### src/rtl/spi_flash_pkg.sv
// Shared opcode table, phase-FSM encoding and per-opcode decode for the SPI flash tracker.
// A command either carries an address (followed by a fixed dummy count) or goes straight to data.
package spi_flash_pkg;

    localparam logic [7:0] OP_READ          = 8'h03;
    localparam logic [7:0] OP_FAST_READ     = 8'h0B;
    localparam logic [7:0] OP_QUAD_OUT_READ = 8'h6B;
    localparam logic [7:0] OP_QUAD_IO_READ  = 8'hEB;
    localparam logic [7:0] OP_PAGE_PROG     = 8'h02;
    localparam logic [7:0] OP_SECTOR_ERASE  = 8'h20;
    localparam logic [7:0] OP_BLOCK_ERASE   = 8'hD8;

    typedef enum logic [1:0] {
        ST_IDLE  = 2'd0,
        ST_ADDR  = 2'd1,
        ST_DUMMY = 2'd2,
        ST_DATA  = 2'd3
    } state_e;

    typedef struct packed {
        logic       has_addr;
        logic [1:0] dummy;
    } cmd_info_t;

    function automatic cmd_info_t cmd_info(input logic [7:0] op);
        cmd_info_t info;
        info = '{has_addr: 1'b0, dummy: 2'd0};
        case (op)
            OP_READ:          info = '{has_addr: 1'b1, dummy: 2'd0};
            OP_FAST_READ:     info = '{has_addr: 1'b1, dummy: 2'd1};
            OP_QUAD_OUT_READ: info = '{has_addr: 1'b1, dummy: 2'd1};
            OP_QUAD_IO_READ:  info = '{has_addr: 1'b1, dummy: 2'd3};
            OP_PAGE_PROG:     info = '{has_addr: 1'b1, dummy: 2'd0};
            OP_SECTOR_ERASE:  info = '{has_addr: 1'b1, dummy: 2'd0};
            OP_BLOCK_ERASE:   info = '{has_addr: 1'b1, dummy: 2'd0};
            default:          info = '{has_addr: 1'b0, dummy: 2'd0};
        endcase
        return info;
    endfunction

endpackage

### src/rtl/report_fifo_serializer.sv
// Record FIFO of command/address reports plus a byte serializer paced by the UART ready signal.
// UART handshake: a byte moves in every cycle o_uart_tx_strobe is high; the strobe is only raised while i_uart_tx_ready is high.
module report_fifo_serializer #(
    parameter int ADDR_BYTES = 3,
    parameter int DEPTH      = 8
) (
    input  logic                          i_clk,
    input  logic                          i_reset,
    input  logic                          i_push,
    input  logic [$clog2(ADDR_BYTES+2)-1:0] i_push_len,
    input  logic [8*(ADDR_BYTES+1)-1:0]   i_push_data,
    input  logic                          i_uart_tx_ready,
    output logic [7:0]                    o_uart_tx,
    output logic                          o_uart_tx_strobe,
    output logic [7:0]                    o_drop_count
);
    localparam int RW = 8 * (ADDR_BYTES + 1);
    localparam int LW = $clog2(ADDR_BYTES + 2);
    localparam int PW = $clog2(DEPTH);

    logic [LW+RW-1:0] r_mem [DEPTH];
    logic [PW-1:0]    r_wr_ptr;
    logic [PW-1:0]    r_rd_ptr;
    logic [PW:0]      r_count;
    logic [7:0]       r_drop_count;
    logic             r_active;
    logic [RW-1:0]    r_shift;
    logic [LW-1:0]    r_left;

    logic             w_empty;
    logic             w_full;
    logic             w_last;
    logic             w_pop;
    logic             w_push_ok;
    logic [LW+RW-1:0] w_head;

    assign w_empty   = (r_count == '0);
    assign w_full    = (r_count == (PW+1)'(DEPTH));
    assign w_last    = r_active && (r_left == LW'(1));
    // Pop only while the UART is ready, so a stalled UART leaves every record in the FIFO.
    assign w_pop     = !w_empty && i_uart_tx_ready && (!r_active || w_last);
    assign w_push_ok = i_push && (!w_full || w_pop);
    assign w_head    = r_mem[r_rd_ptr];

    assign o_uart_tx        = r_shift[RW-1 -: 8];
    assign o_uart_tx_strobe = r_active && i_uart_tx_ready;
    assign o_drop_count     = r_drop_count;

    always_ff @(posedge i_clk) begin
        if (w_push_ok) begin
            r_mem[r_wr_ptr] <= {i_push_len, i_push_data};
        end
    end

    always_ff @(posedge i_clk or posedge i_reset) begin
        if (i_reset) begin
            r_wr_ptr     <= '0;
            r_rd_ptr     <= '0;
            r_count      <= '0;
            r_drop_count <= 8'd0;
            r_active     <= 1'b0;
            r_shift      <= '0;
            r_left       <= '0;
        end else begin
            if (w_push_ok) begin
                r_wr_ptr <= r_wr_ptr + PW'(1);
            end else if (i_push && (r_drop_count != 8'hFF)) begin
                r_drop_count <= r_drop_count + 8'd1;
            end
            if (w_pop) begin
                r_rd_ptr <= r_rd_ptr + PW'(1);
            end
            case ({w_push_ok, w_pop})
                2'b10:   r_count <= r_count + (PW+1)'(1);
                2'b01:   r_count <= r_count - (PW+1)'(1);
                default: r_count <= r_count;
            endcase

            if (w_pop) begin
                r_active <= 1'b1;
                r_shift  <= w_head[RW-1:0];
                r_left   <= w_head[LW+RW-1:RW];
            end else if (r_active && i_uart_tx_ready) begin
                r_shift <= r_shift << 8;
                r_left  <= r_left - LW'(1);
                if (w_last) begin
                    r_active <= 1'b0;
                end
            end
        end
    end

endmodule

### src/rtl/spi_flash_cmd_tracker.sv
// Phase tracker for SPI flash transactions (command, address, dummy, data) on the qspi_sync byte stream.
// Assembles the address, times data bytes and hands report records to the FIFO/serializer.
module spi_flash_cmd_tracker
    import spi_flash_pkg::*;
#(
    parameter int ADDR_BYTES   = 3,
    parameter int REPORT_DEPTH = 8
) (
    input  logic                    i_clk,
    input  logic                    i_reset,
    input  logic                    i_spi_cs,
    input  logic                    i_byte_strobe,
    input  logic                    i_start_strobe,
    input  logic [7:0]              i_byte,
    output logic [7:0]              o_cmd,
    output logic                    o_cmd_strobe,
    output logic [8*ADDR_BYTES-1:0] o_addr,
    output logic                    o_addr_strobe,
    output logic                    o_data_strobe,
    output logic [15:0]             o_data_index,
    output logic                    o_busy,
    output logic [7:0]              o_uart_tx,
    output logic                    o_uart_tx_strobe,
    input  logic                    i_uart_tx_ready,
    output logic [7:0]              o_drop_count,
    output logic [1:0]              o_state
);
    localparam int AW = 8 * ADDR_BYTES;
    localparam int RW = 8 * (ADDR_BYTES + 1);
    localparam int LW = $clog2(ADDR_BYTES + 2);
    localparam int CW = $clog2(ADDR_BYTES + 1);

    state_e          r_state;
    state_e          w_next_state;
    logic [7:0]      r_cmd;
    logic            r_cmd_strobe;
    logic [AW-1:0]   r_addr;
    logic            r_addr_strobe;
    logic [CW-1:0]   r_addr_cnt;
    logic [1:0]      r_dummy_cnt;
    logic            r_data_strobe;
    logic [15:0]     r_data_index;
    logic [15:0]     r_data_next;

    logic            w_start;
    logic            w_byte;
    cmd_info_t       w_info;
    logic            w_last_addr;
    logic            w_push;
    logic [LW-1:0]   w_push_len;
    logic [RW-1:0]   w_push_data;

    // A deselected chip masks all bytes; the FSM falls back to IDLE on the next edge.
    assign w_start = i_byte_strobe && i_start_strobe && !i_spi_cs;
    assign w_byte  = i_byte_strobe && !i_spi_cs;
    assign w_info  = cmd_info(i_byte);

    always_ff @(posedge i_clk or posedge i_reset) begin
        if (i_reset) begin
            r_state <= ST_IDLE;
        end else begin
            r_state <= w_next_state;
        end
    end

    always_comb begin
        w_next_state = r_state;
        w_push       = 1'b0;
        w_push_len   = '0;
        w_push_data  = '0;
        w_last_addr  = 1'b0;
        if (i_spi_cs) begin
            w_next_state = ST_IDLE;
        end else if (w_start) begin
            w_next_state = w_info.has_addr ? ST_ADDR : ST_DATA;
            if (!w_info.has_addr) begin
                w_push      = 1'b1;
                w_push_len  = LW'(1);
                w_push_data = {i_byte, {AW{1'b0}}};
            end
        end else if (i_byte_strobe) begin
            case (r_state)
                ST_ADDR: begin
                    if (r_addr_cnt == CW'(ADDR_BYTES - 1)) begin
                        w_last_addr  = 1'b1;
                        w_push       = 1'b1;
                        w_push_len   = LW'(ADDR_BYTES + 1);
                        w_push_data  = {r_cmd, r_addr[AW-9:0], i_byte};
                        w_next_state = (r_dummy_cnt != 2'd0) ? ST_DUMMY : ST_DATA;
                    end
                end
                ST_DUMMY: begin
                    if (r_dummy_cnt == 2'd1) begin
                        w_next_state = ST_DATA;
                    end
                end
                default: begin
                end
            endcase
        end
    end

    // Datapath: strobes are registered, so each appears the cycle after its byte with final values.
    always_ff @(posedge i_clk or posedge i_reset) begin
        if (i_reset) begin
            r_cmd         <= 8'd0;
            r_cmd_strobe  <= 1'b0;
            r_addr        <= '0;
            r_addr_strobe <= 1'b0;
            r_addr_cnt    <= '0;
            r_dummy_cnt   <= 2'd0;
            r_data_strobe <= 1'b0;
            r_data_index  <= 16'd0;
            r_data_next   <= 16'd0;
        end else begin
            r_cmd_strobe  <= 1'b0;
            r_addr_strobe <= 1'b0;
            r_data_strobe <= 1'b0;
            if (w_start) begin
                r_cmd        <= i_byte;
                r_cmd_strobe <= 1'b1;
                r_addr       <= '0;
                r_addr_cnt   <= '0;
                r_dummy_cnt  <= w_info.dummy;
                r_data_index <= 16'd0;
                r_data_next  <= 16'd0;
            end else if (w_byte) begin
                case (r_state)
                    ST_ADDR: begin
                        r_addr        <= {r_addr[AW-9:0], i_byte};
                        r_addr_cnt    <= r_addr_cnt + CW'(1);
                        r_addr_strobe <= w_last_addr;
                    end
                    ST_DUMMY: begin
                        r_dummy_cnt <= r_dummy_cnt - 2'd1;
                    end
                    ST_DATA: begin
                        r_data_strobe <= 1'b1;
                        r_data_index  <= r_data_next;
                        if (r_data_next != 16'hFFFF) begin
                            r_data_next <= r_data_next + 16'd1;
                        end
                    end
                    default: begin
                    end
                endcase
            end
        end
    end

    assign o_cmd         = r_cmd;
    assign o_cmd_strobe  = r_cmd_strobe;
    assign o_addr        = r_addr;
    assign o_addr_strobe = r_addr_strobe;
    assign o_data_strobe = r_data_strobe;
    assign o_data_index  = r_data_index;
    assign o_busy        = (r_state != ST_IDLE);
    assign o_state       = r_state;

    report_fifo_serializer #(
        .ADDR_BYTES (ADDR_BYTES),
        .DEPTH      (REPORT_DEPTH)
    ) u_report (
        .i_clk            (i_clk),
        .i_reset          (i_reset),
        .i_push           (w_push),
        .i_push_len       (w_push_len),
        .i_push_data      (w_push_data),
        .i_uart_tx_ready  (i_uart_tx_ready),
        .o_uart_tx        (o_uart_tx),
        .o_uart_tx_strobe (o_uart_tx_strobe),
        .o_drop_count     (o_drop_count)
    );

endmodule
### config.mk
export PLATFORM = sky130hd
export DESIGN_NAME = spi_flash_cmd_tracker
export DESIGN_NICKNAME = d
export VERILOG_FILES = /design/src/rtl/spi_flash_pkg.sv /design/src/rtl/report_fifo_serializer.sv /design/src/rtl/spi_flash_cmd_tracker.sv
export SDC_FILE = /design/constraint.sdc
export NUM_CORES = 1
export LEC_CHECK = 0
export CAP_MARGIN = 20
export CELL_PAD_IN_SITES_DETAIL_PLACEMENT = 0
export CELL_PAD_IN_SITES_GLOBAL_PLACEMENT = 2
export CORE_MARGIN = 5
export CORE_UTILIZATION = 45
export CTS_CLUSTER_DIAMETER = 50
export DETAILED_ROUTE_END_ITERATION = 6
export PLACE_DENSITY_LB_ADDON = 0.2
export SYNTH_ARGS = -nofsm -noshare
export SYNTH_HDL_FRONTEND = slang
export SYNTH_SLANG_ARGS = --single-unit
### constraint.sdc
create_clock -name i_clk -period 7.39 [get_ports i_clk]
set_input_delay 1.478 -clock i_clk [delete_from_list [all_inputs] [get_ports i_clk]]
set_output_delay 1.478 -clock i_clk [all_outputs]
set_load 0.005 [all_outputs]
Word level (Yosys, flattened, before mapping)
Memories as Yosys holds them, arrays and structs flattened.
Index checks and enable logic that the tools add are counted.
- $add $sub $neg: 9
- equal/unequal tests: 20
- multiplexer cells: 62
- bitwise logic cells: 1
- reductions and logical operators: 37
- operators by type and width (cell ; number):
    two-way mux 32 bit ; 8
    two-way mux 16 bit ; 7
    two-way mux 24 bit ; 3
    two-way mux 2 bit ; 12
    two-way mux 1 bit ; 22
    two-way mux 3 bit ; 7
    nonzero test 2 bit ; 10
    adder 16 x 1 -> 16 bit, second input constant ; 1
    == test 8 x 2 -> 1 bit, second input constant ; 2
    == test 8 bit, second input constant ; 2
    != test 16 bit, second input constant ; 1
    AND reduction 2 bit ; 5
    logical AND 1 bit ; 9
    case mux 3 bit (3 select lines) ; 1
    adder 8 x 1 -> 8 bit, second input constant ; 1
    == test 2 bit, second input constant ; 4
    == test 8 x 4 -> 1 bit, second input constant ; 1
    == test 8 x 6 -> 1 bit, second input constant ; 1
    == test 8 x 7 -> 1 bit, second input constant ; 1
    != test 4 bit, second input constant ; 2
    != test 8 bit, second input constant ; 1
    case mux 4 bit (2 select lines) ; 1
    adder 3 x 1 -> 3 bit, second input constant ; 2
    == test 2 x 1 -> 1 bit, second input constant ; 3
    18 further kinds ; 22
- flip-flop bits (word level): 127
- memory bits (writable): 280
- input port bits: 14
- output and inout port bits: 71
- word-level logic and storage cells: 147
- memories: 1
- memories (name ; words ; bits a word ; rd ports ; clocked after Yosys merged registers in ; wr ports ; line ; RTL):
    u_report.r_mem ; 8 ; 35 ; 1 ; 0 ; 1 ; report_fifo_serializer.sv:21 ; logic [LW+RW-1:0] r_mem [DEPTH];

Longest topological paths before layout
Gate-level depths: netlist (run 1).
- depth in word-level cells: 9
- mapped depth: 15

Modules after synthesis
From an unflattened synthesis (run 1), not the netlist that was laid out.
- cells, all modules: 1025
- area, all modules: 16811.1 µm²
- by module, submodules not included (module ; times used ; cells an instance ; area each (µm²) ; sequential area each (µm²)):
    report_fifo_serializer ; 1 ; 678 ; 13162.6 ; 9759.4
    spi_flash_cmd_tracker ; 1 ; 347 ; 3648.5 ; 1826.8

Least setup slack after synthesis (run 1)
Ideal clock, no wire load.
- path type: input port to flip-flop
- from: input i_start_strobe
- to: memory u_report.r_mem[1][0] (netlist bit) (enable)
- arrival time: 6.199 ns
- setup slack: 0.668 ns
- stages on the path: 5
- path buffers: 1
- path through: clkbuf_1 nand3b_1 nor4_2 o22ai_2 nor4b_1
- word-level cells in the longest chain between the ends: 7
- ends and longest elaborated chain (element ; line ; RTL):
    from (decl) ; spi_flash_cmd_tracker.sv:13 ; input logic i_start_strobe,
    logical AND 1 bit (2 in a row) ; spi_flash_cmd_tracker.sv:54 ; assign w_start = i_byte_strobe && i_start_strobe && !i_spi_cs;
    two-way mux 1 bit ; spi_flash_cmd_tracker.sv:74 ; end else if (w_start) begin
    two-way mux 1 bit ; spi_flash_cmd_tracker.sv:72 ; if (i_spi_cs) begin
    logical AND 1 bit ; report_fifo_serializer.sv:42 ; assign w_push_ok = i_push && (!w_full || w_pop);
    two-way mux 1 bit ; report_fifo_serializer.sv:50 ; if (w_push_ok) begin
    two-way mux 1 bit (implied by the code) ; report_fifo_serializer.sv:51 ; r_mem[r_wr_ptr] <= {i_push_len, i_push_data};
    to (decl) ; report_fifo_serializer.sv:21 ;
No other way between the ends.

Worst setup path in the final report (run 1)
- from: input i_byte_strobe
- to: memory u_report.r_mem[7][3] (netlist bit) (enable)
- word-level cells in the longest chain between the ends: 7
- elaborated cells on any way between the ends: 8
- ends and longest elaborated chain (element ; line ; RTL):
    from (decl) ; spi_flash_cmd_tracker.sv:12 ; input logic i_byte_strobe,
    logical AND 1 bit (2 in a row) ; spi_flash_cmd_tracker.sv:54 ;
    two-way mux 1 bit * ; spi_flash_cmd_tracker.sv:74 ;
    two-way mux 1 bit * ; spi_flash_cmd_tracker.sv:72 ;
    logical AND 1 bit * ; report_fifo_serializer.sv:42 ;
    two-way mux 1 bit * ; report_fifo_serializer.sv:50 ;
    two-way mux 1 bit (implied by the code) * ; report_fifo_serializer.sv:51 ;
Mark *: on every way between the ends. The rest lies on a longest branch, timed or not.

==> out/results.ini, run 1 <==
[global_route]
grt_usage_pct=18.9
antenna_found_initial=0
grt_pass1_wl_mm=56.2
grt_overflow_total=0
first_global_vias=8936
grt_max_degree=77

[route]
drtIter0Drc=637
vias=8633
dr.pass1.iters=5
drc=0
avgViaCountPerCell=5.58
ant_nets=0
drt_wl_total_mm=36.8
wl_per_cell_um=23.8

[synth]
synthTopCellsByArea=edfxtp_1, dfrtp_1, mux4_2
ys.flop_type=edfxtp_1
yosysSeqAreaShare_pct=71.1
syn_avg_cell_area_sq_um=16.8
synth_area_leader_cell=edfxtp_1
synth-seq-cells=399
async_reset_ff_share_pct=31.8
synth_top_area_share_pct=51.2
synth_edf_count=272
yosysMostFrequentCell=edfxtp_1
synth_cells=952
yosys_warnings=0
synth.cell_area_sq_um=16000
synth_cell_types=54
synth_fp_nets=982
synth_common_cells=edfxtp_1, dfrtp_1, mux4_2

[cts]
cts.sinks=399
cts_resized=0
clock_path_buffers=3
cts_setup_buffers=0
clk_pin_slew_worst_paths_ns=0.06
hold_buffers=0
clk_latency_ns=0.54
h-tree-depth=2
clockRootBuffer=clkbuf_16
cts_made_buffers=45
cts_tree=done

[placement]
portBuffers=84
place_inst=1461
place_congestion=0.714
place_area_sq_um=17400
hpwlAfterDp_mm=21.5

[die]
die_h_um=198
start_util_pct=45.2
floorplan.rows=69
die_area_sq_um=39300
die_w_um=198
core_sq_um=35300
ios=85

[sta]
period_share_pct=64.5
worst_slew_pin_slew_ns=1.07
tns_ns=0
rsz0062_at_grt=no
period_needed_ns=4.76
relSlewSlack_pct=28.7
slew_viol_final=0
skew_ns=0.0173
setup_viol=0
finalHoldViolCount=0
max_freq_mhz=210

[setup_path]
crit_buf_inv=3
crit_required_ns=7.63
arrival_ns=5.01
path_class=input pin to flop
cp_top_family=simple AND/OR/NAND/NOR gates
reg2reg_slack_ns=3.87
cp-start-kind=input pin
r2r_cells=9
r2r-start=o_state[1]
crit_path_end_kind=flop
cp_slowest_cell=nor2_4
cp_cell_sequence=clkdlybuf4s50_1 -> nor2b_1 -> nand2_1 -> nor2_4 -> buf_4 -> or2_4 -> o211ai_1 -> nor2_4 -> buf_4
r2r-end=u_report.r_mem[7][3]
cp_max_fo=45
cp_slowest_stage_delay_ns=0.85

[worst_hold_path]
hp-class=flop to flop
min-delay-start=u_report.r_shift[1]
hold_end=u_report.r_shift[1]
holdPathStages=2

[final_layout]
instances_no_fill=1547
drive_gt1_share_pct=17.6
fin_nets=1078
postLayoutCellArea_sq_um=18900
area_growth_pct=18.2

[pwr]
p_leak_nw=6.61
irDropWorstVdd_mv=0.203
p_per_area_nw_per_um2=338

[flow_run]
maxCapViolCount=0

[outcome]
status=complete, no violations

layout make-up:
cell class / count / area, sq um
Fill cell: 2825 / 16400
Clock buffer: 61 / 1260
Antenna cell: 1 / 2.50
Multi-Input combinational cell: 475 / 4360
Sequential cell: 399 / 11400
Timing Repair Buffer: 107 / 1020
Tap cell: 461 / 577
Inverter: 20 / 80.1
Clock inverter: 23 / 218
per-stage QoR:
| step | hold WS, ns | utilization (%) | setup WS [ns] | power (mW) |
|---|---|---|---|---|
| 2_1_floorplan | 0.451 | - | 0.668 | 3.76 |
| 5_1_grt | 0.516 | 53.4 | 2.41 | 6.68 |
| 4_1_cts | 0.485 | 53.4 | 2.62 | 6.45 |
| 3_5_place_dp | 0.472 | 49.2 | 2.06 | 4.26 |
| 3_3_place_gp | 0.463 | 49.2 | 2.15 | 4.25 |
| 6_report | 0.479 | 53.4 | 2.63 | 6.38 |
where the power goes:
group / leakage [nW] / internal, mW / switching, mW / total [mW]
registers: 3.91 / 2.62 / 0.256 / 2.88
logic: 1.98 / 0.674 / 0.644 / 1.32
clock network: 0.724 / 1.31 / 0.877 / 2.19
total: 6.61 / 4.60 / 1.78 / 6.38
tightest hold or removal path, cell delays in order, from the launching register on:
cell and delay [ns]:
dfrtp_1 0.34, nand2_1 0.05, o21ai_0 0.06
how the worst max path moves through the flow:
stage                                       end  slack, ns           start  depth (start not counted)
final                      u_report.r_mem[7][3]       2.63   i_byte_strobe                          9
after global routing      u_report.r_mem[7][27]       2.41   i_byte_strobe                          9
after CTS                 u_report.r_mem[7][27]       2.62   i_byte_strobe                          9
after detailed placement   u_report.r_mem[7][7]       2.06   i_byte_strobe                          9
after global placement    u_report.r_mem[7][27]       2.15   i_byte_strobe                          9
after floorplan            u_report.r_mem[1][0]       0.67  i_start_strobe                          5
flip-flops by register name, indices dropped and copies added, names as in the netlist, 4 cells and up:
signal                 flops
o_addr                    24
o_cmd                      8
o_data_index              16
r_data_next               16
u_report.o_drop_count      8
u_report.r_count           4
u_report.r_mem           272
u_report.r_shift          32
cell usage in the layout, fill, tap and decap left out, types with 25 or more instances in the layout:
master           synthesis  layout
o22ai_1                 27      27
nor2_1                  31      28
edfxtp_1               272     272
and2_1                  25      25
a22o_1                  47      47
a21oi_1                 37      36
clkbuf_16                0      47
dfrtp_1                127     124
mux4_2                  68      68
clkdlybuf4s50_1          0      84
nand2_1                 62      62
mux2i_1                 35      35
per-layer routing:
metal  GRT usage [%]  vias up  part of all wire, %
li1                -     3900                    -
met1            27.7     4506                   46
met2            30.5      188                   49
met3            2.79       39                  4.3
met4            3.85        0                  1.4
met5               0        -                    0
kinds of logic after synthesis:
| kind of cell | Yosys count | synth area share (%) |
|---|---|---|
| XOR/XNOR | 25 | 1.37 |
| AND/OR/NAND/NOR | 181 | 5.68 |
| buffers and inverters | 78 | 2.08 |
| flip-flops | 399 | 71.1 |
| AO/OA/AOI/OAI | 145 | 6.30 |
| multiplexers | 108 | 12.2 |
| adder cells (fa/ha/maj) | 16 | 1.30 |
No activity file was read; power rests on OpenSTA's default activity.
==> run 2, diff against run 1 <==
- CORE_UTILIZATION: 45 -> 40
- clock period: 7.39 -> 4.1 ns (I/O delays scaled with it)
==> run 2 against run 1 <==
- utilization decreased by 4.2 points
- highest routed layer unchanged
- via count is 1.1% higher
- clock skew rose by 0.0087 ns
- global-route usage decreased by 1.2 points
- cell area up 3.5%
- hold slack better by 0.0090 ns
- routed wire length grew 4.2%
- clock power grew 98%
- combinational power up 78%
- clock-buffer cell count decreased by 2
- cell count increased by 6.1%
- setup slack worse by 2.1 ns
==> out/results.ini, run 2 (synthesis results as in run 1) <==
[final_layout]
instances_no_fill=1642  ; +6.1%
final_common_cell=edfxtp_1
mostFrequentLayoutCells=edfxtp_1, dfrtp_1, clkdlybuf4s50_1
drive_gt1_share_pct=20.5  ; +2.9 points
fin_nets=1108  ; +2.8%
utilization_pct=49.3  ; -4.2 points
area_growth_pct=22.4
top_register=u_report.r_mem
largest_reg_flops=272  ; unchanged

[cts]
cts_made_buffers=49  ; +8.9%
clk_pin_slew_worst_paths_ns=0.06  ; about the same
hold_buffers=0  ; unchanged
cts_tree=done
cts_resized=0  ; unchanged
h-tree-depth=2  ; unchanged
cts.sinks=399  ; unchanged
clockRootBuffer=clkbuf_16
clock_path_buffers=3  ; unchanged
clk_latency_ns=0.57  ; +0.03 ns
cts_setup_buffers=0  ; unchanged

[route]
wl_per_cell_um=23.3  ; -1.8%
ant_nets=0  ; unchanged
avgViaCountPerCell=5.31  ; -4.8%
dr.pass1.iters=5  ; unchanged
drc=0  ; unchanged
drt_wl_total_mm=38.3  ; +4.2%
vias=8727  ; +1.1%
drtIter0Drc=622  ; -2.4%

[setup_path]
path_class=input pin to flop
crit_path_end_kind=flop
arrival_ns=3.95  ; -1.06 ns
cp_max_fo=6  ; -87%
cp-start-kind=input pin
crit_required_ns=4.52  ; -3.11 ns

[global_route]
grt_usage_pct=17.6  ; -1.2 points
grt_overflow_total=0  ; unchanged
first_global_vias=9111  ; +2.0%
grt_max_degree=42  ; -45%
antenna_found_initial=2  ; +2
grt_pass1_wl_mm=58.9  ; +4.8%

[placement]
hpwlAfterDp_mm=23.9  ; +11%
portBuffers=84  ; unchanged
place_congestion=0.727  ; +1.8%
place_inst=1551  ; +6.2%
dpl_worst_slack_ns=0.00371  ; -2.05 ns

[die]
die_w_um=210  ; +5.8%
die_h_um=210  ; +5.8%
floorplan.rows=73  ; +5.8%
ios=85  ; unchanged
die_area_sq_um=44000  ; +12%
core_sq_um=39600  ; +12%
start_util_pct=40.3  ; -4.9 points

[sta]
tns_ns=0  ; unchanged
worst_slew_pin_slew_ns=1.01  ; -0.0625 ns
period_needed_ns=3.53
period_share_pct=86.0
skew_ns=0.0259  ; +0.00866 ns
finalHoldViolCount=0  ; unchanged
finalWorstSetupSlack_ns=0.573  ; -2.05 ns
setup_viol=0  ; unchanged
relSlewSlack_pct=32.4  ; +3.7 points
rsz0062_at_grt=no
slew_viol_final=0  ; unchanged
max_freq_mhz=284

[outcome]
status=complete, no violations

[pwr]
p_leak_nw=6.89  ; +4.2%
finalPower_mw=12.0  ; +89%
irDropWorstVdd_mv=0.301  ; +48%
p_per_area_nw_per_um2=616  ; +82%

[worst_hold_path]
hp-class=flop to flop

[flow_run]
maxCapViolCount=0  ; unchanged

==> run 2: changes by cell type in the layout (fill, tap and decap cells not counted), moves of 3 or more <==
cell        delta
clkbuf_16      +3
buf_12        +12
clkbuf_1       -6
clkinvlp_4     +4
buf_4         +14
==> run 2: final timing paths <==
kind                                           from               endpoint  slack (ns)  cells after the start
worst max-delay path                      i_byte[5]    u_report.r_count[3]        0.57                     15
worst min-delay path            u_report.r_shift[0]    u_report.r_shift[0]        0.49                      2
worst max register to register           o_state[1]  u_report.r_mem[7][18]        1.27                      9
worst min register to register  u_report.r_shift[0]    u_report.r_shift[0]        0.49                      2
max in group asynchronous                   i_reset              o_addr[5]        2.49                      3
min in group asynchronous                   i_reset        o_data_index[4]        0.78                      2
==> run 2: where the power goes <==
part           total, mW  internal [mW]  switching, mW
clock network       4.34           2.64           1.70
logic               2.35           1.28           1.07
registers           5.34           4.72          0.619
==> run 2: final cells by class <==
type	instances	area, sq um
Tap cell	525	657
Sequential cell	399	11400
Clock buffer	59	1330
Multi-Input combinational cell	475	4420
Clock inverter	30	327
Timing Repair Buffer	133	1380
Inverter	20	78.8
Fill cell	3353	20100
Antenna cell	1	2.50
==> run 2: worst max-delay path, stage by stage <==
cell and delay (ns):
clkdlybuf4s50_1 0.54, or3b_2 0.48, a211oi_2 0.33, nor4_4 0.09, buf_4 0.20, nor2_1 0.17
nand2_1 0.12, inv_1 0.10, ha_1 0.23, a21o_1 0.17, a21oi_1 0.19, nand2_1 0.07
nor3_1 0.22, a31o_2 0.15, a21oi_1 0.06
==> run 2: layer usage <==
metal,track usage (%),share of wire [%],vias to the layer above
met3,2.75,3.8,50
met2,27.7,47,175
met1,25.6,47,4526
met4,5.27,2.1,0
met5,0,0,-
li1,-,-,3976
==> run 2: stage by stage <==
stage / area, sq um / hold slack (ns)
after floorplan: 16000 / 0.451
after global placement: 17900 / 0.472
after detailed placement: 17900 / 0.476
after global routing: 19500 / 0.520
after CTS: 19500 / 0.490
final: 19500 / 0.488
==> run 3, diff against run 2 <==
- REMOVE_ABC_BUFFERS: not set -> 1
==> run 3 against run 2 <==
- global-route usage hardly changed
- cell count decreased by 0.43%
- first-iteration DRC count is 17% lower
- power is 1.6% lower
- utilization is 0.56 points lower
- non-clock buffer count fell by 6
- routed wire length up 0.29%
- clock skew is 0.017 ns lower
- hold slack gained 0.0045 ns
- critical path type unchanged
- largest cell class unchanged
- highest routed layer unchanged
==> out/results.ini, run 3 (synthesis results as in run 1) <==
[cts]
clock_path_buffers=3  ; unchanged
h-tree-depth=2  ; unchanged
hold_buffers=0  ; unchanged
cts_tree=done
clk_pin_slew_worst_paths_ns=0.06  ; about the same
clk_latency_ns=0.57  ; about the same
cts.sinks=399  ; unchanged
cts_setup_buffers=0  ; unchanged
clockRootBuffer=clkbuf_16
cts_resized=0  ; unchanged
cts_made_buffers=48  ; -2.0%

[final_layout]
fill_cells=3408  ; +1.6%
seq_area_sq_um=11400  ; unchanged
final_common_cell=edfxtp_1
largest_reg_flops=272  ; unchanged
antennaDiodeCount=0  ; -1
fin_nets=1101  ; -0.63%
postLayoutCellArea_sq_um=19300  ; -1.1%
multi_input_area_sq_um=4370  ; -1.1%
drive_gt1_share_pct=19.5  ; -1.1 points
mostFrequentLayoutCells=edfxtp_1, dfrtp_1, clkdlybuf4s50_1
area_growth_pct=21.1
utilization_pct=48.7  ; -0.56 points
top_register=u_report.r_mem

[sta]
period_needed_ns=3.41  ; -0.113 ns
rsz0062_at_grt=no
skew_ns=0.00939  ; -0.0165 ns
relSlewSlack_pct=35.1  ; +2.7 points
setup_viol=0  ; unchanged
worst_slew_pin_slew_ns=0.973  ; -0.0332 ns
finalHoldViolCount=0  ; unchanged
max_freq_mhz=293  ; +3.3%
slew_viol_final=0  ; unchanged
period_share_pct=83.3  ; -2.8 points

[setup_path]
crit_path_end_kind=flop
reg2reg_slack_ns=1.21  ; -0.06 ns
cp_max_fo=19  ; +13
arrival_ns=3.69  ; -0.26 ns
crit_required_ns=4.37  ; -0.15 ns
r2r_cells=14  ; +5
cp-start-kind=input pin
r2r-end=u_report.r_count[3]
path_class=input pin to flop
r2r-start=o_state[1]

[route]
wl_per_cell_um=23.5  ; +0.72%
avgViaCountPerCell=5.38  ; +1.1%
drt_wl_total_mm=38.4  ; +0.29%
vias=8789  ; +0.71%
drc=0  ; unchanged
ant_nets=0  ; unchanged
dr.pass1.iters=5  ; unchanged
drtIter0Drc=514  ; -17%

[worst_hold_path]
min-delay-start=u_report.r_shift[7]
holdPathStages=2  ; unchanged
hold_end=u_report.r_shift[7]
hp-class=flop to flop

[die]
die_w_um=210  ; unchanged
ios=85  ; unchanged
die_h_um=210  ; unchanged
core_sq_um=39600  ; unchanged
die_area_sq_um=44000  ; unchanged
start_util_pct=40.3  ; unchanged
floorplan.rows=73  ; unchanged

[pwr]
p_per_area_nw_per_um2=613  ; -0.48%
irDropWorstVdd_mv=0.277  ; -8.1%
p_leak_nw=6.78  ; -1.7%

[placement]
hpwlAfterDp_mm=23.6  ; -1.3%
portBuffers=84  ; unchanged
place_congestion=0.735  ; +1.1%
place_area_sq_um=17700  ; -0.83%

[outcome]
status=complete, no violations

[global_route]
grt_usage_pct=17.6  ; about the same
first_global_vias=9372  ; +2.9%
grt_max_degree=54  ; +29%
grt_pass1_wl_mm=59.1  ; +0.46%
antenna_found_initial=1  ; -1
grt_overflow_total=0  ; unchanged

[flow_run]
maxCapViolCount=0  ; unchanged

==> run 3: cell count changes in the layout (fill, tap and decap cells not counted), sizes merged <==
cell / before / now
clkbuf: 59 / 60
bufinv: 5 / 4
diode: 1 / 0
clkinvlp: 5 / 6
inv: 27 / 23
buf: 49 / 43
clkinv: 13 / 16
==> run 3: how the worst max path moves through the flow <==
stage,start,endpoint,depth (start not counted)
detailed placement,i_byte[4],u_report.r_mem[7][17],10
CTS,i_byte[4],u_report.r_mem[7][17],10
global route,i_byte[4],u_report.r_count[3],15
floorplan,i_byte_strobe,u_report.r_mem[1][0],5
global placement,i_byte[4],u_report.r_count[3],14
finish,i_byte[4],u_report.r_mem[7][20],10
==> run 3: report_power, final <==
group | switching [mW] | internal, mW
Sequential | 0.555 | 4.72
Clock | 1.69 | 2.55
Combinational | 1.06 | 1.25
Total | 3.31 | 8.53
==> run 3: per-stage QoR <==
step | hold WS, ns | setup TNS (ns) | instances | setup slack, ns | power (mW)
floorplan | 0.451 | -558.96 | 894 | -2.85 | 6.74
global placement | 0.476 | 0 | 1546 | 0.128 | 7.72
detailed placement | 0.484 | 0 | 1546 | 0.0911 | 7.73
CTS | 0.496 | 0 | 1635 | 0.691 | 12.0
global route | 0.511 | 0 | 1635 | 0.507 | 12.4
finish | 0.492 | 0 | 1635 | 0.686 | 11.8
==> run 3: final cells by class <==
class / instances / share of cell area [%]
sequential: 399 / 58.8
multi-input combinational: 475 / 22.6
clock buffer: 60 / 6.83
timing repair buffer: 127 / 6.48
tap: 525 / 3.40
clock inverter: 29 / 1.50
inverter: 20 / 0.415
==> run 3: critical path, stage by stage <==
cell	delay, ns
clkdlybuf4s50_1	0.55
buf_4	0.24
nand4bb_1	0.09
nor4_1	0.10
nor4_4	0.35
buf_4	0.33
or2_4	0.22
o211ai_1	0.25
nor2_4	0.51
buf_12	0.21
==> run 3: per-layer routing <==
metal	vias up	track usage (%)	share of wire, %
li1	3958	-	-
met1	4559	25.1	45
met2	217	28.3	48
met3	55	3.08	4.9
met4	0	4.93	2.2
met5	-	0	0
